--- src/rtl/fpr_cdb_arbiter_pkg.sv ---
// Shared definitions for the FPR common data bus: ROB tag width, the broadcast
// bus type and the tag-match helper used by bus consumers.
package fpr_cdb_arbiter_pkg;

    localparam int ROB_WIDTH = 6;

    typedef struct packed {
        logic                 valid;
        logic [ROB_WIDTH-1:0] tag;
        logic [31:0]          data;
    } cdb_t;

    // A consumer only reacts to a broadcast that is valid and carries its tag.
    function automatic logic tag_match(input cdb_t cdb, input logic [ROB_WIDTH-1:0] tag);
        return cdb.valid && (cdb.tag == tag);
    endfunction

    // Width of an index into N requesters; a single requester still gets one bit.
    function automatic int idx_width(input int n);
        return (n > 1) ? $clog2(n) : 1;
    endfunction

endpackage

--- src/rtl/fpr_cdb_arbiter_if.sv ---
// Request/grant handshake and broadcast bundle between the FP execution units
// and the FPR CDB arbiter. master = unit/consumer side, slave = arbiter side.
interface fpr_cdb_arbiter_if
    import fpr_cdb_arbiter_pkg::*;
#(
    parameter int N_REQ = 4
);

    logic [N_REQ-1:0]                req_valid;
    logic [N_REQ-1:0]                req_ready;
    logic [N_REQ-1:0][ROB_WIDTH-1:0] req_tag;
    logic [N_REQ-1:0][31:0]          req_data;
    cdb_t                            fpr_cdb;
    logic [N_REQ-1:0][31:0]          grant_cnt;

    modport master (
        output req_valid, req_tag, req_data,
        input  req_ready, fpr_cdb, grant_cnt
    );

    modport slave (
        input  req_valid, req_tag, req_data,
        output req_ready, fpr_cdb, grant_cnt
    );

endinterface

--- src/rtl/fpr_cdb_arbiter_cdb_pick.sv ---
// Combinational picker: scans the request vector starting at base_i and
// wrapping modulo N_REQ, returning the first requester as one-hot and index.
module cdb_pick
    import fpr_cdb_arbiter_pkg::*;
#(
    parameter int N_REQ = 4,
    localparam int IDX_W = idx_width(N_REQ)
) (
    input  logic [N_REQ-1:0] req_i,
    input  logic [IDX_W-1:0] base_i,
    output logic [N_REQ-1:0] gnt_o,
    output logic [IDX_W-1:0] idx_o,
    output logic             any_o
);

    // First set request at or after base_i (circularly) wins.
    always_comb begin
        logic [IDX_W-1:0] cand;
        gnt_o = '0;
        idx_o = '0;
        any_o = 1'b0;
        cand  = '0;
        for (int k = 0; k < N_REQ; k++) begin
            cand = IDX_W'((int'(base_i) + k) % N_REQ);
            if (!any_o && req_i[cand]) begin
                any_o       = 1'b1;
                gnt_o[cand] = 1'b1;
                idx_o       = cand;
            end
        end
    end

endmodule

--- src/rtl/fpr_cdb_arbiter.sv ---
// FPR common data bus arbiter: grants one FP unit per cycle, registers the
// winner's index and tag, and broadcasts {valid, tag, data} one cycle later
// with data muxed from the winner's result register.
// Build option: define FPR_CDB_RR_EN for round-robin arbitration; otherwise
// index 0 has fixed highest priority.
module fpr_cdb_arbiter
    import fpr_cdb_arbiter_pkg::*;
#(
    parameter int N_REQ = 4
) (
    input  logic              clk,
    input  logic              reset,
    fpr_cdb_arbiter_if.slave  bus
);

    localparam int IDX_W = idx_width(N_REQ);

    logic [N_REQ-1:0]       pick_gnt;
    logic [IDX_W-1:0]       pick_idx;
    logic [IDX_W-1:0]       pick_base;
    logic                   pick_any;
    logic                   xfer;

    logic                   gnt_v_q,     gnt_v_d;
    logic [IDX_W-1:0]       gnt_idx_q,   gnt_idx_d;
    logic [ROB_WIDTH-1:0]   gnt_tag_q,   gnt_tag_d;
    logic [N_REQ-1:0][31:0] grant_cnt_q, grant_cnt_d;

`ifdef FPR_CDB_RR_EN
    logic [IDX_W-1:0]       rr_ptr_q,    rr_ptr_d;

    assign pick_base = rr_ptr_q;

    // After a transfer the unit just past the winner becomes highest priority.
    always_comb begin
        rr_ptr_d = rr_ptr_q;
        if (xfer) begin
            rr_ptr_d = (pick_idx == IDX_W'(N_REQ - 1)) ? '0 : pick_idx + 1'b1;
        end
    end

    // Round-robin pointer register.
    always_ff @(posedge clk) begin
        if (reset) begin
            rr_ptr_q <= '0;
        end else begin
            rr_ptr_q <= rr_ptr_d;
        end
    end
`else
    assign pick_base = '0;
`endif

    cdb_pick #(
        .N_REQ (N_REQ)
    ) u_pick (
        .req_i  (bus.req_valid),
        .base_i (pick_base),
        .gnt_o  (pick_gnt),
        .idx_o  (pick_idx),
        .any_o  (pick_any)
    );

    // Reset suppresses every grant so no unit believes it was accepted.
    assign xfer          = pick_any && !reset;
    assign bus.req_ready = reset ? '0 : pick_gnt;

    // Capture the winner for next cycle's broadcast; tag holds when idle.
    always_comb begin
        gnt_v_d     = xfer;
        gnt_idx_d   = gnt_idx_q;
        gnt_tag_d   = gnt_tag_q;
        grant_cnt_d = grant_cnt_q;
        if (xfer) begin
            gnt_idx_d             = pick_idx;
            gnt_tag_d             = bus.req_tag[pick_idx];
            grant_cnt_d[pick_idx] = grant_cnt_q[pick_idx] + 32'd1;
        end
    end

    // Grant pipeline and performance counter registers.
    always_ff @(posedge clk) begin
        if (reset) begin
            gnt_v_q     <= 1'b0;
            gnt_idx_q   <= '0;
            gnt_tag_q   <= '0;
            grant_cnt_q <= '0;
        end else begin
            gnt_v_q     <= gnt_v_d;
            gnt_idx_q   <= gnt_idx_d;
            gnt_tag_q   <= gnt_tag_d;
            grant_cnt_q <= grant_cnt_d;
        end
    end

    // Data comes straight from the winning unit's result register.
    assign bus.fpr_cdb   = '{valid: gnt_v_q, tag: gnt_tag_q, data: bus.req_data[gnt_idx_q]};
    assign bus.grant_cnt = grant_cnt_q;

endmodule

--- src/flat_wrapper.sv ---
// flat-port wrapper written by rule: the top's interface ports become plain ports
module fpr_cdb_arbiter_flat import fpr_cdb_arbiter_pkg::*;
#(
    parameter int N_REQ = 4
)
  (clk, reset, bus_req_valid, bus_req_tag, bus_req_data, bus_req_ready, bus_fpr_cdb, bus_grant_cnt);
  fpr_cdb_arbiter_if #(.N_REQ(N_REQ)) bus_i ();
  input  logic clk;
  input  logic reset;
  input wire logic [$bits(bus_i.req_valid)-1:0] bus_req_valid;
  input wire logic [$bits(bus_i.req_tag)-1:0] bus_req_tag;
  input wire logic [$bits(bus_i.req_data)-1:0] bus_req_data;
  output wire logic [$bits(bus_i.req_ready)-1:0] bus_req_ready;
  output wire logic [$bits(bus_i.fpr_cdb)-1:0] bus_fpr_cdb;
  output wire logic [$bits(bus_i.grant_cnt)-1:0] bus_grant_cnt;
  assign bus_i.req_valid = bus_req_valid;
  assign bus_i.req_tag = bus_req_tag;
  assign bus_i.req_data = bus_req_data;
  assign bus_req_ready = bus_i.req_ready;
  assign bus_fpr_cdb = bus_i.fpr_cdb;
  assign bus_grant_cnt = bus_i.grant_cnt;
  fpr_cdb_arbiter #(.N_REQ(N_REQ)) u_core (.clk(clk), .reset(reset), .bus(bus_i));
endmodule
--- config.mk ---
export PLATFORM = sky130hd
export DESIGN_NAME = fpr_cdb_arbiter_flat
export DESIGN_NICKNAME = d
export VERILOG_FILES = /design/src/rtl/fpr_cdb_arbiter_pkg.sv /design/src/rtl/fpr_cdb_arbiter_if.sv /design/src/rtl/fpr_cdb_arbiter_cdb_pick.sv /design/src/rtl/fpr_cdb_arbiter.sv /design/src/flat_wrapper.sv
export SDC_FILE = /design/constraint.sdc
export NUM_CORES = 1
export LEC_CHECK = 0
export BUFFER_PORTS_ARGS = -buffer_cell sky130_fd_sc_hd__buf_2
export CAP_MARGIN = 20
export CORE_ASPECT_RATIO = 1.1
export CORE_UTILIZATION = 49
export CTS_CLUSTER_DIAMETER = 30
export DETAILED_ROUTE_END_ITERATION = 8
export PLACE_DENSITY = 0.91
export SLEW_MARGIN = 20
export SYNTH_ARGS = -nofsm -noshare
export SYNTH_HDL_FRONTEND = slang
export SYNTH_SLANG_ARGS = --single-unit
--- constraint.sdc ---
create_clock -name clk -period 4.9 [get_ports clk]
set_clock_uncertainty 0.1 [all_clocks]
set_input_delay 0.49 -clock clk [delete_from_list [all_inputs] [get_ports clk]]
set_output_delay 0.49 -clock clk [all_outputs]
set_load 0.005 [all_outputs]
# == Word level (Yosys, flattened, before mapping) ==
# Cells that the tools add are included.
# word_totals
regBits,137
inputBits,158
out_inout_bits,171
word_cells,41
# classes
n_addsub,1
order_cmp,3
n_mux,21
n_reduce_logical,9
# ops
op,n
binary-select mux 32 bit (select 2 bit),2
bitwise mux 128 bit,1
two-way mux 32 bit,3
demux 32 bit (select 2 bit),1
"adder 32 x 1 -> 32 bit, second input constant",1
binary-select mux 6 bit (select 2 bit),1
two-way mux 4 bit,2
"less-than comparator 2 x 3 -> 1 bit, second input constant",2
two-way mux 1 bit,6
two-way mux 2 bit,3
two-way mux 6 bit,1
logical AND 1 bit,5
logical NOT 1 bit,4
two-way mux 3 bit,1
">= comparator 2 x 1 -> 1 bit, second input constant",1

# == Logic depth before layout (Yosys ltp) ==
# depth
ltp_word,15
mapped_depth,15
mapped_depth_nobuf,10

# == Hierarchy ==
# A second synthesis with hierarchy kept.
# unflattened
hier_cells,834
area_unflattened_um2,8541.9
# by_module_without_submodules
mod,n_inst,cells_per_inst,area_each_um2,seq_area_each_um2
fpr_cdb_arbiter,1,789,8122.8,2742.6
cdb_pick,1,45,419.2,0.0

# == Least setup slack after synthesis ==
# Ideal clock, no wire load.
# synth_timing
kind,input to register
from,in bus_req_valid[0]
to,reg u_core.grant_cnt_q (netlist bit u_core.bus.grant_cnt[122])
setup_ps,137
t_arrival_ps,3407
required_ps,4663
setup_slack_ps,1256
cell_stages,14
n_path_buf,6
path_cell_list,buf_4 buf_6 buf_2 buf_1 clkbuf_1 clkbuf_1 o22a_1 ha_1 inv_1 nor4_4 nand4_2 nor4_2 xor2_1 a211oi_1
# synth_via
elab_chain_len,15
word_cells_on_any_way,23
cone_classes,add/sub (1); order compare (2); mux (12); reduce/logical (8)
# synth_rtl
element,line_no,source
from (decl),flat_wrapper.sv:10,input wire logic [$bits(bus_i.req_valid)-1:0] bus_req_valid;
two-way mux 1 bit (*),fpr_cdb_arbiter_cdb_pick.sv:25,if (!any_o && req_i[cand]) begin
branches (longest 14 deep; another with adder 32 x 1 -> 32 bit),--,
to (signal assigned),fpr_cdb_arbiter.sv:92,grant_cnt_q <= grant_cnt_d;
to (decl),fpr_cdb_arbiter.sv:27,"logic [N_REQ-1:0][31:0] grant_cnt_q, grant_cnt_d;"
# Every way passes the cells marked *. The select of a mux whose other input is x is not followed.
# A chain may end at the register's enable or synchronous reset.

# == Final worst setup path ==
# layout_timing
from,in bus_req_valid[3]
to,reg u_core.grant_cnt_q (netlist bit u_core.bus.grant_cnt[122])
# layout_via
elab_chain_len,7
word_cells_on_any_way,13
cone_classes,add/sub (1); order compare (2); mux (7); reduce/logical (3)
# layout_rtl
element,line_no
logical AND 1 bit (*),fpr_cdb_arbiter_cdb_pick.sv:25
branches (longest 6 deep; another with adder 32 x 1 -> 32 bit),--
# Marks and branches as above.

==> impl_metrics.toml <==
[run_status]
outcome = "completed"

[grt]
grt_pass1_wl_um = 44610
grt_start_max_net_pins = 85
grtUsageTotal_pct = 36.27
antenna_found_initial = 8
grt_pass1_vias = 8105
overflow = 0

[clocking]
clock_path_buffers = 2
cts_buffers = 17
holdBufCountCts = 0
cts_sinks = 137
cts_resized = 0
cts_tree = "built"
path_clk_slew_ns = 0.06
insertion_delay_ns = 0.43
cts_setup_buffers = 0
clockRootBuffer = "clkbuf_16"
cts_max_level = 4

[sta]
rsz0062_at_grt = "false"
hold_ws_ns = 0.2294
slew_headroom_pct = 41.99
hold_viol_final = 0
final_max_slew_viol_count = 0
finalSetupTns_ns = 0
fin_crit_sh_pct = 80.37
period_needed_ns = 3.938
setup_viol = 0
max_freq_ghz = 0.2539
setup_ws_ns = 0.9617
tightest_slew_ns = 0.8702

[placed_design]
hpwl_um = 21650
dp_cells = 1344
port_buffers = 328
gp_congestion = 0.9434
dp_slack_ns = 0.7741

[route]
drc = 0
first_pass_iters = 6
vias = 8638
drt_iter0_drc = 806
ant_nets = 0
post_drt_via_cell_ratio = 6.255
wl_um = 30210
wl_per_cell_um = 21.88

[finish]
layout_common_cells = "327 x buf_2, 149 x nor2_1, 136 x dfxtp_1"
drive_gt1_share_pct = 38.22
final_common_cell = "buf_2"
layout.nets = 1326
final_cells = 1381
syn_to_final_growth_pct = 28.67
fill_cells = 1227

[synth]
yosysWarnings = 0
synth_top_cell_area_share_pct = 35.29
synth.area.top_cells = "dfxtp_1 35%, mux4_2 9.3%, a211oi_1 7.8%, nor2_1 7.2%, nand2_1 3.2%"
ys_seq_elements = 137
syn_avg_cell_area_um2 = 8.782
synth_flop_cell = "dfxtp_1"
synth_area_um2 = 7772
synthArstFlopShare_pct = 0
syn-num-nets = 1044
ys_types = 71
netlist_instances = 885
synth-edff-count = 0
ys_seq_area_share_pct = 35.29
synth_largest_area_cell = "dfxtp_1"

[setup_path]
cp-start-kind = "input pin"
critPathCaptureType = "flop"
cp.arrival_ns = 4.17
worstPathMaxFanout = 31
critical_path_class = "in2reg"
critPathRequiredTime_ns = 5.13

[power]
p_leak_nw = 4.265
power_density_nw_per_um2 = 302.4
total_power_mw = 3.025
peakVddDrop_uv = 224.0

[floorplan]
design.core.area_um2 = 15290
die_h_um = 134.1
die_w_um = 122.1
start_util_pct = 50.83
die_area_um2 = 16370
io-pin-count = 329
row_count = 47

[worst_hold_path]
holdCritPathClass = "in2reg"

[run]
drv_cap = 0
final timing paths:
path / endpoint / slack, ns / depth (start not counted) / from
setup / recovery: u_core.bus.grant_cnt[122]$_SDFFE_PP0P_ / 0.96 / 10 / bus_req_valid[3]
hold reg to reg: u_core.bus.grant_cnt[65]$_SDFFE_PP0P_ / 0.38 / 2 / u_core.bus.grant_cnt[65]$_SDFFE_PP0P_
hold / removal: u_core.gnt_tag_q[4]$_SDFFE_PP0P_ / 0.23 / 3 / bus_req_tag[22]
setup reg to reg: u_core.bus.grant_cnt[126]$_SDFFE_PP0P_ / 1.62 / 10 / u_core.bus.grant_cnt[96]$_SDFFE_PP0P_
critical path, stage by stage:
cell and delay (ns):
buf_2 0.51, nor3_2 0.26, nor2_4 0.39, buf_4 0.28, o22ai_1 0.18, nor4_1 0.33
nand4_1 0.63, nor4_2 0.61, xor2_1 0.18, a211oi_1 0.27
state kept, by name (all words and copies together) (netlist names):
register / count
u_core.bus.grant_cnt: 128
u_core.gnt_tag_q: 6
u_core.gnt_idx_q: 2
u_core.gnt_v_q: 1
Yosys cell counts, drive strengths merged (6+ instances only):
library cell and number:
dfxtp 137, mux4 32, o22ai 9, nand3b 15
xnor2 18, o211ai 6, xor2 27, a211oi 81
nand2 67, a21oi 25, buf 34, nor2 153
a221oi 12, o221ai 11, clkbuf 49, nor4 8
nand4 10, nor2b 19, o22a 6, nand3 17
o21ai 31, inv 16, nor3 22, o31ai 11
nor3b 17
where the power goes:
part | total, mW | switching, mW | internal, mW | leakage, nW
logic | 0.561 | 0.312 | 0.248 | 2.87
clock network | 1.24 | 0.476 | 0.761 | 0.279
registers | 1.23 | 0.0579 | 1.17 | 1.12
total | 3.02 | 0.846 | 2.18 | 4.27
logic make-up after synthesis:
logic type      count (synthesis)  share of synthesized area (%)
flops                         137                          35.29
compound gates                213                          20.32
buf+inv                       100                          5.924
simple gates                  351                          23.12
xor+xnor                       45                          5.071
mux                            38                          10.13
fa+ha+maj                       1                         0.1610
cell type report:
type / count / area, um2 / area share [%]
tap: 196 / 245.2 / 2.452
sequential: 137 / 2744 / 27.44
clock buffer: 25 / 505.5 / 5.054
multi-input combinational: 648 / 4586 / 45.85
antenna: 5 / 12.51 / 0.1251
inverter: 17 / 63.81 / 0.6381
timing repair buffer: 346 / 1779 / 17.79
clock inverter: 7 / 65.06 / 0.6506
per-stage QoR:
step	utilization, %	cell area [um2]
4_1_cts	65.33	9988
5_1_grt	65.34	9991
3_3_place_gp	61.60	9418
3_5_place_dp	61.60	9418
2_1_floorplan	-	7772
6_report	65.41	10000
per-layer routing:
layer,wire (um),global-route usage (%),up-vias
li1,-,-,3809
met1,10490,42.12,4033
met2,13950,57.85,664
met3,4471,13.52,126
met4,1258,18.83,6
met5,36,0.9375,-
(Power assumes the default switching activity.)
